<file path="config.mk">
export PLATFORM = sky130hd
export DESIGN_NAME = i2s_frame_gen
export DESIGN_NICKNAME = d
export VERILOG_FILES = /design/src/rtl/audio_pkg.sv /design/src/rtl/audio_clk_div.sv /design/src/rtl/i2s_frame_gen.sv
export SDC_FILE = /design/constraint.sdc
export NUM_CORES = 1
export LEC_CHECK = 0
export BUFFER_PORTS_ARGS = -buffer_cell sky130_fd_sc_hd__buf_2
export CORE_MARGIN = 2
export CORE_UTILIZATION = 58
export DETAILED_ROUTE_END_ITERATION = 16
export GPL_ROUTABILITY_DRIVEN = 0
export PLACE_DENSITY = 0.94
export SLEW_MARGIN = 20
export SYNTH_ARGS = -nofsm -noshare
export SYNTH_HDL_FRONTEND = slang
export SYNTH_HIERARCHICAL = 1
export SYNTH_SLANG_ARGS = --single-unit
export TNS_END_PERCENT = 50
</file>
<file path="constraint.sdc">
create_clock -name CLK -period 6.4 [get_ports CLK]
set_input_delay 1.28 -clock CLK [delete_from_list [all_inputs] [get_ports CLK]]
set_output_delay 1.28 -clock CLK [all_outputs]
set_load 0.03 [all_outputs]
</file>
<file path="src/rtl/audio_pkg.sv">
//------------------------------------------------------------------------------
// audio_pkg : shared sample width, clock-divider defaults and helpers
// Revision  : 1.0
//------------------------------------------------------------------------------
`default_nettype none

package audio_pkg;

  localparam int SAMPLE_W        = 16;
  localparam int MCLK_HALF_DEF   = 2;
  localparam int BCLK_HALF_DEF   = 16;
  localparam int BITS_PER_CH_DEF = 32;

  typedef logic signed [SAMPLE_W-1:0] sample_t;

  // Counter width that stays legal when a divide ratio is 1.
  function automatic int cnt_w(input int n);
    return (n > 1) ? $clog2(n) : 1;
  endfunction

endpackage

`default_nettype wire

</file>
<file path="src/rtl/audio_clk_div.sv">
//------------------------------------------------------------------------------
// audio_clk_div : MCLK/BCLK/LRCLK dividers with a frame_start strobe
// Revision      : 1.0
//------------------------------------------------------------------------------
`default_nettype none

module audio_clk_div
  import audio_pkg::*;
#(
  parameter int MCLK_HALF   = MCLK_HALF_DEF,
  parameter int BCLK_HALF   = BCLK_HALF_DEF,
  parameter int BITS_PER_CH = BITS_PER_CH_DEF
) (
  input  logic CLK,
  input  logic RESET,
  output logic MCLK,
  output logic BCLK,
  output logic LRCLK,
  output logic frame_start
);

  localparam int MW = cnt_w(MCLK_HALF);
  localparam int BW = cnt_w(BCLK_HALF);
  localparam int LW = cnt_w(BITS_PER_CH);
  localparam logic [MW-1:0] MCLK_LAST = MW'(MCLK_HALF - 1);
  localparam logic [BW-1:0] BCLK_LAST = BW'(BCLK_HALF - 1);
  localparam logic [LW-1:0] BIT_LAST  = LW'(BITS_PER_CH - 1);

  logic [MW-1:0] mcnt_q;
  logic [BW-1:0] bcnt_q;
  logic [LW-1:0] bit_q;
  logic          mclk_q, bclk_q, lrclk_q;
  logic          bclk_fall, slot_end;

  // frame_start is combinational so the top acts on the same edge LRCLK rises.
  always_comb begin
    bclk_fall   = (bcnt_q == BCLK_LAST) && bclk_q;
    slot_end    = bclk_fall && (bit_q == BIT_LAST);
    frame_start = slot_end && !lrclk_q;
  end

  always_ff @(posedge CLK) begin
    if (RESET) begin
      mcnt_q  <= '0;
      bcnt_q  <= '0;
      bit_q   <= '0;
      mclk_q  <= 1'b0;
      bclk_q  <= 1'b0;
      lrclk_q <= 1'b0;
    end else begin
      mcnt_q <= (mcnt_q == MCLK_LAST) ? '0 : mcnt_q + 1'b1;
      if (mcnt_q == MCLK_LAST) mclk_q <= ~mclk_q;
      bcnt_q <= (bcnt_q == BCLK_LAST) ? '0 : bcnt_q + 1'b1;
      if (bcnt_q == BCLK_LAST) bclk_q <= ~bclk_q;
      if (bclk_fall) bit_q <= slot_end ? '0 : bit_q + 1'b1;
      if (slot_end) lrclk_q <= ~lrclk_q;
    end
  end

  assign MCLK  = mclk_q;
  assign BCLK  = bclk_q;
  assign LRCLK = lrclk_q;

endmodule

`default_nettype wire

</file>
<file path="src/rtl/i2s_frame_gen.sv">
//------------------------------------------------------------------------------
// i2s_frame_gen : I2S codec clocks plus one-deep sample buffer per frame
// Revision      : 1.0
//------------------------------------------------------------------------------
`default_nettype none

module i2s_frame_gen
  import audio_pkg::*;
#(
  parameter int MCLK_HALF   = MCLK_HALF_DEF,
  parameter int BCLK_HALF   = BCLK_HALF_DEF,
  parameter int BITS_PER_CH = BITS_PER_CH_DEF
) (
  input  logic          CLK,
  input  logic          RESET,
  input  sample_t       in_left,
  input  sample_t       in_right,
  input  logic          in_valid,
  output logic          in_ready,
  output logic          MCLK,
  output logic          BCLK,
  output logic          LRCLK,
  output sample_t       out_left,
  output sample_t       out_right,
  output logic          sample_req,
  output logic          underrun,
  output logic [15:0]   underrun_count
);

  logic frame_start;

  audio_clk_div #(
    .MCLK_HALF  (MCLK_HALF),
    .BCLK_HALF  (BCLK_HALF),
    .BITS_PER_CH(BITS_PER_CH)
  ) u_clk_div (
    .CLK        (CLK),
    .RESET      (RESET),
    .MCLK       (MCLK),
    .BCLK       (BCLK),
    .LRCLK      (LRCLK),
    .frame_start(frame_start)
  );

  sample_t     pend_l_q, pend_l_d, pend_r_q, pend_r_d;
  sample_t     out_l_q, out_l_d, out_r_q, out_r_d;
  logic        pend_full_q, pend_full_d;
  logic        sample_req_q, sample_req_d;
  logic        underrun_q, underrun_d;
  logic [15:0] underrun_count_q, underrun_count_d;
  logic        xfer;

  assign in_ready = !pend_full_q;
  assign xfer     = in_valid && in_ready;

  always_comb begin
    pend_l_d         = pend_l_q;
    pend_r_d         = pend_r_q;
    out_l_d          = out_l_q;
    out_r_d          = out_r_q;
    pend_full_d      = pend_full_q;
    sample_req_d     = 1'b0;
    underrun_d       = 1'b0;
    underrun_count_d = underrun_count_q;
    if (frame_start) begin
      sample_req_d = 1'b1;
      if (pend_full_q) begin
        out_l_d     = pend_l_q;
        out_r_d     = pend_r_q;
        pend_full_d = 1'b0;
      end else if (xfer) begin
        out_l_d = in_left;
        out_r_d = in_right;
      end else begin
        underrun_d = 1'b1;
        if (underrun_count_q != 16'hFFFF) underrun_count_d = underrun_count_q + 16'd1;
      end
    end else if (xfer) begin
      pend_l_d    = in_left;
      pend_r_d    = in_right;
      pend_full_d = 1'b1;
    end
  end

  always_ff @(posedge CLK) begin
    if (RESET) begin
      pend_l_q         <= '0;
      pend_r_q         <= '0;
      out_l_q          <= '0;
      out_r_q          <= '0;
      pend_full_q      <= 1'b0;
      sample_req_q     <= 1'b0;
      underrun_q       <= 1'b0;
      underrun_count_q <= '0;
    end else begin
      pend_l_q         <= pend_l_d;
      pend_r_q         <= pend_r_d;
      out_l_q          <= out_l_d;
      out_r_q          <= out_r_d;
      pend_full_q      <= pend_full_d;
      sample_req_q     <= sample_req_d;
      underrun_q       <= underrun_d;
      underrun_count_q <= underrun_count_d;
    end
  end

  assign out_left       = out_l_q;
  assign out_right      = out_r_q;
  assign sample_req     = sample_req_q;
  assign underrun       = underrun_q;
  assign underrun_count = underrun_count_q;

endmodule

`default_nettype wire

</file>
# Yosys cells after proc, flatten, opt, wreduce, memory -nomap -nowiden
# Cells that the tools add are included.
[op_classes]
eq_ne = 3
bitwise_logic = 6
reduce_logical = 14
n_mul = 0
addsub = 4
magnitude_cmp = 0
n_div = 0
shifts = 0
mux = 7
[ops]
columns = ["cell", "count"]
rows = [
  ["$mux 16", 4],
  ["$add 16x1->16 const B", 1],
  ["$ne 16x16->1 const B", 1],
  ["$not 1->1", 6],
  ["$reduce_or 2->1", 3],
  ["$add 5x1->5 const B", 1],
  ["$eq 5x5->1 const B", 1],
  ["$mux 5", 1],
  ["$add 4x1->4 const B", 1],
  ["$eq 4x4->1 const B", 1],
  ["$logic_and 1x1->1", 4],
  ["$reduce_and 2->1", 2],
  ["$reduce_and 4->1", 1],
  ["$reduce_or 3->1", 1],
  ["$logic_not 1->1", 2],
  ["$mux 1", 2],
  ["$reduce_bool 2->1", 1],
  ["$add 1x1->1 const B", 1],
]
[totals]
wordCells = 48
ram_bits = 0
rom_bits = 0
output_inout_bits = 54
latch_bits = 0
inputBits = 35
regBits = 96
n_memories = 0

# Longest topological paths before layout
# Gate-level depths: netlist (run 1).
[logic_depth]
word_depth = 6
ltp_mapped = 12
mapped_depth_nobuf = 10

# Modules after synthesis
# The synthesis (run 1) kept the hierarchy.
[by_module_without_submodules]
columns = ["mod", "n_inst", "cells_each", "seq_area_each_um2", "area_per_inst_um2"]
rows = [
  ["i2s_frame_gen", 1, 389, 1661.6, 3400.8],
  ["audio_clk_div", 1, 58, 260.2, 544.3],
]

# Worst setup path after synthesis (run 1)
# OpenSTA, ideal clock, no wires.
[synth_path]
path_type = "flip-flop to flip-flop"
from = "register u_clk_div.bit_q[0]"
to = "register underrun_count_q[14] (netlist: underrun_count[14])"
path_stages_with_launch = 11
setup_time_ns = 0.070
path_buffers = 0
required_time_ns = 6.330
arrival_ns = 2.698
setup_slack_ns = 3.632
synth_period_minus_slack_ns = 2.768
cell_sequence = "dfxtp_1 > ha_1 > and3_1 > ha_1 > inv_1 > or3_2 > inv_1 > nor3b_4 > or4b_1 > or3_1 > a21oi_1"
[synth_between]
elab_chain_cells = 4
[synth_lines]
columns = ["element", "line", "source"]
rows = [
  ["start, declared", "audio_clk_div.sv:31", "logic [LW-1:0] bit_q;"],
  ["start signal, assigned", "audio_clk_div.sv:55", "if (bclk_fall) bit_q <= slot_end ? '0 : bit_q + 1'b1;"],
  ["$eq 5x5->1", "audio_clk_div.sv:38", "slot_end = bclk_fall && (bit_q == BIT_LAST);"],
  ["$logic_and 1x1->1", "audio_clk_div.sv:38", ""],
  ["$logic_and 1x1->1", "audio_clk_div.sv:39", "frame_start = slot_end && !lrclk_q;"],
  ["net frame_start", "i2s_frame_gen.sv:30", "logic frame_start;"],
  ["$reduce_and 4->1 (no line)", "--", ""],
  ["end signal, assigned", "i2s_frame_gen.sv:103", "underrun_count_q <= underrun_count_d;"],
  ["end, declared", "i2s_frame_gen.sv:50", "logic [15:0] underrun_count_q, underrun_count_d;"],
]
# The timed path passes the listed nets, and every way through them passes these cells.
# A chain may end at the register's enable or synchronous reset.

# Worst setup path in the final report (run 1)
[layout_path]
from = "register u_clk_div.bit_q[0]"
to = "register underrun_count_q[15] (netlist: underrun_count[15])"
# Same word-level chain as after synthesis.

==> flow_summary.yaml, run 1 <==
routing:
  wirelength_um: 8580
  dr.pass1.iters: 4
  vias: 3403
  drc: 0
  first_iter_violations: 167
  wl_per_cell_um: 14.2
  drtAntennaViolNets: 0
  viasPerCell: 5.62
critical_path:
  critical_path_class: "flip-flop to flip-flop"
  ff2ff_path_depth: 10
  end_kind: "flip-flop"
  r2r-start: "u_clk_div/bit_q[0]"
  worstReg2RegEnd: "underrun_count[15]"
  cp_max_fo: 9
  worst_setup_path_start_kind: "flip-flop"
  r2r_slack_ns: 3.20
  arrival_ns: 3.45
  required_ns: 6.64
cts:
  cts_tree: "done"
  holdBufCountCts: 0
  clk_pin_slew_ns: 0.09
  clock_latency_ns: 0.36
  cts_resized: 0
  cts_buffer_depth: 2
  cts_htree_levels: 3
  clock_sinks: 96
  cts_root_buf: "clkbuf_8"
  post_cts_buffers: 0
  cts_buffers: 9
yosys:
  synth_area_leaders: "dfxtp_1 49%, mux2i_1 8.4%, nand2_1 6.9%"
  synth_ff_type: "dfxtp_1"
  postSynthCellCount: 447
  yosysWarnings: 6
  syn-cell-area_mm2: 0.00395
  yosys.area.top_type_share_pct: 48.7
  synth_edf_count: 0
  synth_top_area_cell: "dfxtp_1"
  synth_nets: 486
  synthArstFlopShare_pct: 0
  ys_seq_elements: 96
  synth.distinct_cells: 39
  avgSynthCellArea_um2: 8.83
  synth-seq-area-share_pct: 48.7
placement:
  port_buffers: 88
  dp_hpwl_um: 5650
  placed_cell_area_mm2: 0.00441
  place_worst_setup_slack_ns: 3.29
  dp.cells: 590
cells_and_area:
  syn_to_final_growth_pct: 16.5
  diodes: 0
  final_cells: 606
  drive_gt1_share_pct: 23.0
  final_area_mm2: 0.00459
  finalNetCount: 560
timing:
  setup_violations: 0
  period_needed_ns: 3.20
  grt_setup_unrepaired: "no"
  hold_violations: 0
  finalMaxSlewViolations: 0
  setup_ws_ns: 3.20
  max-slew-margin-rel_pct: 26.3
  tns_ns: 0
  timing.final.crit_share_pct: 50.1
  finClkSkew_ns: 0.0163
  fmax_mhz: 312
  worstMarginPinSlew_ns: 1.10
pwr:
  p_per_area_mw_per_mm2: 231
  clkPwrFrac_pct: 34.1
  p_sw_share_pct: 25.1
  power_leakage_nw: 1.85
  finalPower_mw: 1.06
  peakVddDrop_uv: 176
  power_frac_seq_pct: 59.0
  internal-power_mw: 0.796
  p_sw_mw: 0.267
  combPwrFrac_pct: 6.9
outcome:
  outcome: "completed"
floorplan:
  initial_utilization_pct: 59.0
  die-area_mm2: 0.00748
  die_w_um: 86.5
  num_rows: 30
  num_io_pins: 89
  die_height_um: 86.5
  core_mm2: 0.00668
min_path:
  min_path_cells: 1
  min_to: "u_clk_div/mcnt_q"
  hold_path.class: "flip-flop to flip-flop"
  hold_start: "u_clk_div/mcnt_q"
global_routing:
  grt_pass1_wl_um: 14300
  globalRouteOverflowTotal: 0
  grt_pass1_vias: 3142
  grt_max_degree: 100
  antenna_found_initial: 0
  grtUsageTotal_pct: 23.7
run:
  cap_viol_max_count: 0
[power by group through the flow]
stage	registers, mW	clock network (mW)	logic (mW)
finish	0.627	0.362	0.0732
global route	0.630	0.392	0.0822
CTS	0.627	0.369	0.0736
detailed placement	0.641	0	0.0732
global placement	0.640	0	0.0710
floorplan	0.633	0	0.0546
[cell usage after synthesis, types with 2 or more instances]
cell and instances:
dfxtp_1 96, nand2_1 73, a21oi_1 50, nor2_1 48
mux2i_1 33, a211oi_1 32, clkbuf_1 24, nand3_1 8
o21ai_0 8, inv_1 7, o31ai_1 6, or3_1 6
and3_1 4, ha_1 4, nor2b_1 4, nor3_1 4
or4_1 4, buf_1 3, mux2_2 3, nand4_1 3
xnor2_1 3, and4_1 2, nor4_1 2, nor4bb_1 2
or3_2 2, or4b_1 2, xor2_1 2
[metrics by stage]
stage	utilization, %	hold slack, ns
final	68.8	0.446
after global routing	68.8	0.480
after CTS	68.8	0.450
after detailed placement	66.0	0.431
after global placement	66.0	0.421
after floorplan	-	0.413
[layout make-up]
class,instances,area [um^2]
inverters,7,26.3
fillers,567,2090
well taps,80,100
clock inverters,6,45.0
flip-flops and latches,96,1920
clock buffers,10,138
multi-input cells,316,1900
repair buffers,91,463
[layout by cell type, fill, tap and decap left out, types with 4 or more instances in the layout]
cell | netlist | routed
o31ai_1 | 6 | 6
a21oi_1 | 50 | 50
ha_1 | 4 | 4
a211oi_1 | 32 | 32
or3_1 | 6 | 6
nor3_1 | 4 | 4
inv_1 | 7 | 7
nand2_1 | 73 | 73
nor2b_1 | 4 | 4
mux2i_1 | 33 | 33
dfxtp_1 | 96 | 95
nor2_1 | 48 | 47
nand3_1 | 8 | 8
clkbuf_8 | 0 | 10
buf_2 | 1 | 88
or4_1 | 4 | 4
o21ai_0 | 8 | 8
[worst max-delay path by stage]
stage,from,endpoint,slack [ns],depth (start not counted)
6_report,u_clk_div/bit_q[0],underrun_count[15],3.20,10
2_1_floorplan,u_clk_div/bit_q[0],underrun_count[14],3.63,10
3_3_place_gp,u_clk_div/bit_q[0],underrun_count[15],3.48,10
3_5_place_dp,u_clk_div/bit_q[0],underrun_count[15],3.29,10
5_1_grt,u_clk_div/bit_q[0],underrun_count[11],2.97,10
4_1_cts,pend_full_q,in_ready,3.21,2
[kinds of logic after synthesis]
kind of cell,Yosys count,share of synthesized area (%)
AOI/OAI and AO/OA,100,15.6
and+or+nand+nor,171,20.7
adders and majority gates,4,1.27
DFF,96,48.7
muxes,36,9.23
xor gates and xnor gates,5,1.11
buffers and inverters,35,3.36
[flip-flops by register name (all words and copies together), names as in the netlist]
signal,flops
sample_req,1
u_clk_div/bit_q,5
pend_r_q,16
pend_full_q,1
pend_l_q,16
u_clk_div/bcnt_q,4
u_clk_div/LRCLK,1
out_right,16
u_clk_div/BCLK,1
underrun_count,16
out_left,16
u_clk_div/MCLK,1
u_clk_div/mcnt_q,1
underrun,1
[layer usage]
| layer | up-vias | global-route usage (%) | routed length [um] |
|---|---|---|---|
| met2 | 87 | 39.6 | 4400 |
| met3 | 12 | 3.14 | 327 |
| met5 | - | 0 | 0 |
| met4 | 0 | 9.38 | 140 |
| met1 | 1578 | 31.3 | 3720 |
| li1 | 1726 | - | - |
[critical path, stage by stage, from the launching register on]
cell,delay (ns)
dfxtp_1,0.42
ha_1,0.21
and3_1,0.17
ha_1,0.25
inv_1,0.10
or3_2,0.49
inv_1,0.11
nor3b_4,0.33
nand2_1,0.26
nor4bb_1,0.39
mux2_2,0.38
Note: power is estimated with default switching activity, not from simulation.
==> run 2: changes to the inputs <==
- ABC_AREA: unset -> 1
- CORE_UTILIZATION: 58 -> 54
- PLACE_DENSITY: 0.94 -> 0.88
- clock period: 6.4 -> 3.35 ns (I/O delays scaled with it)
==> flow_summary.yaml, run 2 <==
outcome:
  outcome: "completed"
yosys:
  synthArstFlopShare_pct: 0
  synth-seq-area-share_pct: 46.7
  synth.distinct_cells: 29
  synth_ff_type: "dfxtp_1"
  synth_top_area_cell: "dfxtp_1"
  ys_top_cells_by_count: "123 x nand2_1, 96 x dfxtp_1, 64 x o21ai_0"
  synth_edf_count: 0
  yosys.area.top_type_share_pct: 46.7
  ys_seq_elements: 96
  avgSynthCellArea_um2: 7.34
  syn-cell-area_mm2: 0.00412
  yosysWarnings: 6
  yosysMostFrequentCell: "nand2_1"
  postSynthCellCount: 561
  synth_nets: 600
  synth_area_leaders: "dfxtp_1 47%, nand2_1 11%, o21ai_0 7.8%"
pwr:
  p_per_area_mw_per_mm2: 442
  power_leakage_nw: 2.16
  finalPower_mw: 2.10
  peakVddDrop_uv: 310
routing:
  vias: 3909
  drc: 0
  wl_per_cell_um: 12.5
  dr.pass1.iters: 4
  viasPerCell: 5.30
  drtAntennaViolNets: 0
  wirelength_um: 9190
  first_iter_violations: 162
cts:
  cts_htree_levels: 3
  cts_resized: 0
  holdBufCountCts: 0
  cts_buffers: 9
  clock_sinks: 96
  cts_buffer_depth: 2
  cts_tree: "done"
  post_cts_buffers: 0
  clk_pin_slew_ns: 0.10
  clock_latency_ns: 0.37
  cts_root_buf: "clkbuf_8"
cells_and_area:
  diodes: 0
  final_cells: 738
  layout_common_cells: "123 x nand2_1, 96 x dfxtp_1, 88 x buf_2, 64 x o21ai_0, 62 x inv_1"
  drive_gt1_share_pct: 19.7
  layout_commonest_cell: "nand2_1"
  finalNetCount: 673
  final_area_mm2: 0.00476
  syn_to_final_growth_pct: 15.6
  fillCellCount: 645
  fin_util_pct: 64.9
min_path:
  min_path_cells: 1
  hold_path.class: "flip-flop to flip-flop"
  min_to: "u_clk_div/mcnt_q"
  hold_start: "u_clk_div/mcnt_q"
global_routing:
  globalRouteOverflowTotal: 0
  grt_max_degree: 71
  grtUsageTotal_pct: 22.4
  antenna_found_initial: 0
  grt_pass1_vias: 3640
  grt_pass1_wl_um: 15500
placement:
  dp.cells: 722
  placed_cell_area_mm2: 0.00456
  port_buffers: 88
  dp_hpwl_um: 6160
  place_worst_setup_slack_ns: 0.946
floorplan:
  initial_utilization_pct: 56.1
  die-area_mm2: 0.00833
  num_io_pins: 89
  die_w_um: 91.3
  die_height_um: 91.3
  core_mm2: 0.00733
  num_rows: 31
critical_path:
  worstReg2RegEnd: "out_left[15]"
  critical_path_class: "flip-flop to flip-flop"
  r2r-start: "u_clk_div/bit_q[0]"
  worst_setup_path_start_kind: "flip-flop"
  r2r_slack_ns: 0.90
  required_ns: 3.64
  cp_max_fo: 64
  end_kind: "flip-flop"
  ff2ff_path_depth: 11
  arrival_ns: 2.73
timing:
  hold_violations: 0
  tns_ns: 0
  fmax_mhz: 409
  finalMaxSlewViolations: 0
  finClkSkew_ns: 0.0138
  setup_violations: 0
  setup_ws_ns: 0.903
  worstMarginPinSlew_ns: 0.604
  timing.final.crit_share_pct: 73.0
  fin_hold_ws_ns: 0.449
  max-slew-margin-rel_pct: 59.7
  grt_setup_unrepaired: "no"
  period_needed_ns: 2.45
run:
  cap_viol_max_count: 0
## run 2: power by group
group	switching, mW	internal [mW]	total, mW
clock network	0.441	0.309	0.750
registers	0.0189	1.18	1.20
logic	0.103	0.0539	0.157
## run 2: final cells by class
class / count / area [um^2] / area share (%)
multi-input cells: 368 / 1790 / 37.7
repair buffers: 92 / 470 / 9.89
inverters: 67 / 254 / 5.34
well taps: 99 / 124 / 2.60
clock buffers: 10 / 138 / 2.89
flip-flops and latches: 96 / 1920 / 40.4
clock inverters: 6 / 56.3 / 1.18
## run 2: worst max-delay path, stage by stage (launching register included)
cell and delay [ns]:
dfxtp_1 0.39, ha_1 0.21, nand2_1 0.06, nor2_1 0.09
ha_1 0.19, nand4_1 0.14, inv_1 0.27, inv_4 0.10
nor2_4 0.11, buf_4 0.46, o21ai_0 0.14, a31oi_1 0.20
## run 2: cell families after synthesis
kind of cell               after synthesis  synth area share (%)
DFF                                     96                  46.7
adders and majority gates                4                  1.22
and+or+nand+nor                        219                  23.4
xor gates and xnor gates                 4                 0.851
AOI/OAI and AO/OA                      141                  18.1
buffers and inverters                   97                  9.70
## run 2: routing by layer
| metal | track usage [%] | routed length (um) | vias to the layer above |
|---|---|---|---|
| met5 | 0 | 0 | - |
| met2 | 38.3 | 4380 | 127 |
| li1 | - | - | 1970 |
| met4 | 8.33 | 157 | 0 |
| met1 | 26.9 | 4020 | 1795 |
| met3 | 5.98 | 635 | 17 |
## run 2: worst max path at each step
stage	startpoint	end	slack [ns]	depth (start not counted)
2_1_floorplan	u_clk_div/bit_q[0]	pend_l_q[0]	1.46	11
3_3_place_gp	u_clk_div/bit_q[0]	out_left[7]	1.09	11
3_5_place_dp	u_clk_div/bit_q[0]	out_left[15]	0.95	11
4_1_cts	u_clk_div/bit_q[0]	out_left[15]	0.92	11
5_1_grt	u_clk_div/bit_q[0]	out_right[11]	0.62	11
6_report	u_clk_div/bit_q[0]	out_left[15]	0.90	11
==> run 3: changes to the inputs <==
- ABC_AREA: 1 -> 0
- CORE_UTILIZATION: 54 -> 48
- PLACE_DENSITY: 0.88 -> 0.84
- clock period: 3.35 -> 2.1 ns (I/O delays scaled with it)
==> flow_summary.yaml, run 3 (same netlist as run 1, synthesis figures left out) <==
timing:
  period_needed_ns: 2.47
  grt_setup_unrepaired: "yes"
  finalMaxSlewViolations: 0
  fin_hold_ws_ns: 0.297
  max-slew-margin-rel_pct: 58.3
  timing.final.crit_share_pct: 118
  setup_violations: 80
  fmax_mhz: 404
  hold_violations: 0
  worstMarginPinSlew_ns: 0.620
  setup_ws_ns: -0.375
  finClkSkew_ns: 0.0152
cells_and_area:
  layout_commonest_cell: "dfxtp_1"
  syn_to_final_growth_pct: 33.8
  diodes: 0
  drive_gt1_share_pct: 32.3
  layout_common_cells: "92 x dfxtp_1, 87 x buf_2, 71 x nand2_1, 48 x a21oi_1, 47 x nor2_1"
  finalNetCount: 597
pwr:
  p_per_area_mw_per_mm2: 651
  peakVddDrop_uv: 453
  finalPower_mw: 3.44
  power_leakage_nw: 2.16
routing:
  dr.pass1.iters: 4
  wl_per_cell_um: 15.2
  viasPerCell: 5.48
  first_iter_violations: 128
  drc: 0
  wirelength_um: 10200
  vias: 3661
  drtAntennaViolNets: 0
cts:
  clock_sinks: 96
  holdBufCountCts: 0
  cts_tree: "done"
  cts_root_buf: "clkbuf_8"
  cts_htree_levels: 3
  clock_latency_ns: 0.36
  clk_pin_slew_ns: 0.10
  cts_buffer_depth: 2
  cts_buffers: 9
outcome:
  failed_checks: "negative setup slack"
  outcome: "complete, but fails checks"
critical_path:
  required_ns: 2.32
  arrival_ns: 2.70
  worstReg2RegEnd: "underrun_count[14]"
  critical_path_class: "flip-flop to flip-flop"
  r2r_slack_ns: -0.37
  cp_max_fo: 3
  end_kind: "flip-flop"
  worst_setup_path_start_kind: "flip-flop"
  r2r-start: "u_clk_div/bit_q[1]"
  ff2ff_path_depth: 10
run:
  cap_viol_max_count: 0
global_routing:
  grtUsageTotal_pct: 21.4
  antenna_found_initial: 0
  grt_pass1_vias: 3284
  grt_pass1_wl_um: 15100
  globalRouteOverflowTotal: 0
  grt_max_degree: 52
min_path:
  min_path_cells: 3
  min_to: "pend_r_q[12]"
  hold_path.class: "input pin to flip-flop"
  hold_start: "in_right[12]"
placement:
  dp_hpwl_um: 6250
  port_buffers: 88
  place_worst_setup_slack_ns: -0.387
floorplan:
  die_w_um: 94.7
  core_mm2: 0.00809
  initial_utilization_pct: 48.7
  num_rows: 33
  num_io_pins: 89
  die-area_mm2: 0.00896
  die_height_um: 94.7
run 3: metrics by stage:
stage | cells | instance area (um^2) | util, % | setup TNS [ns]
after floorplan | 447 | 4000 | - | -3.24
after global placement | 635 | 4700 | 58.1 | -2.53
final | 668 | 5280 | 65.2 | -10.55
after CTS | 661 | 5100 | 63.0 | -10.12
after detailed placement | 635 | 4700 | 58.1 | -5.01
after global routing | 668 | 5280 | 65.2 | -19.04
run 3: how the worst max path moves through the flow:
stage,from,to,slack [ns],depth (start not counted)
floorplan,u_clk_div/bit_q[1],underrun_count[14],-0.43,10
global placement,u_clk_div/bit_q[1],underrun_count[14],-0.31,10
detailed placement,u_clk_div/bit_q[1],underrun_count[14],-0.39,10
CTS,u_clk_div/bit_q[1],underrun_count[14],-0.36,10
global route,u_clk_div/bit_q[1],underrun_count[14],-0.51,10
finish,u_clk_div/bit_q[1],underrun_count[14],-0.37,10
run 3: timing repair:
item                       CTS  global route
gates cloned                 4             3
setup buffers                6             5
resized for setup           11            24
setup endpoints to repair   72            80
pin swaps                   22            16
run 3: worst max-delay path, stage by stage (launching register included):
cell,delay (ns)
dfxtp_2,0.36
ha_4,0.13
and3_4,0.19
ha_4,0.13
inv_2,0.03
or3_4,0.33
inv_2,0.06
nor3b_4,0.22
or4b_4,0.51
o31ai_1,0.28
a21oi_1,0.10
run 3: cell type report:
| class | instances | area [um^2] |
|---|---|---|
| Clock inverter | 5 | 63.8 |
| Timing Repair Buffer | 128 | 943 |
| Multi-Input combinational cell | 316 | 2040 |
| Fill cell | 665 | 2810 |
| Sequential cell | 96 | 1930 |
| Clock buffer | 11 | 141 |
| Tap cell | 105 | 131 |
| Inverter | 7 | 30.0 |
run 3: layer usage:
layer	global-route usage [%]	wire (um)
met5	0	0
met4	9.18	286
met3	3.11	427
met2	38.4	5280
met1	25.2	4180
run 3: power by group:
| group | switching [mW] | total, mW | internal [mW] |
|---|---|---|---|
| combinational | 0.168 | 0.301 | 0.132 |
| sequential | 0.0250 | 1.89 | 1.86 |
| clock | 0.651 | 1.25 | 0.595 |
| total | 0.845 | 3.44 | 2.59 |
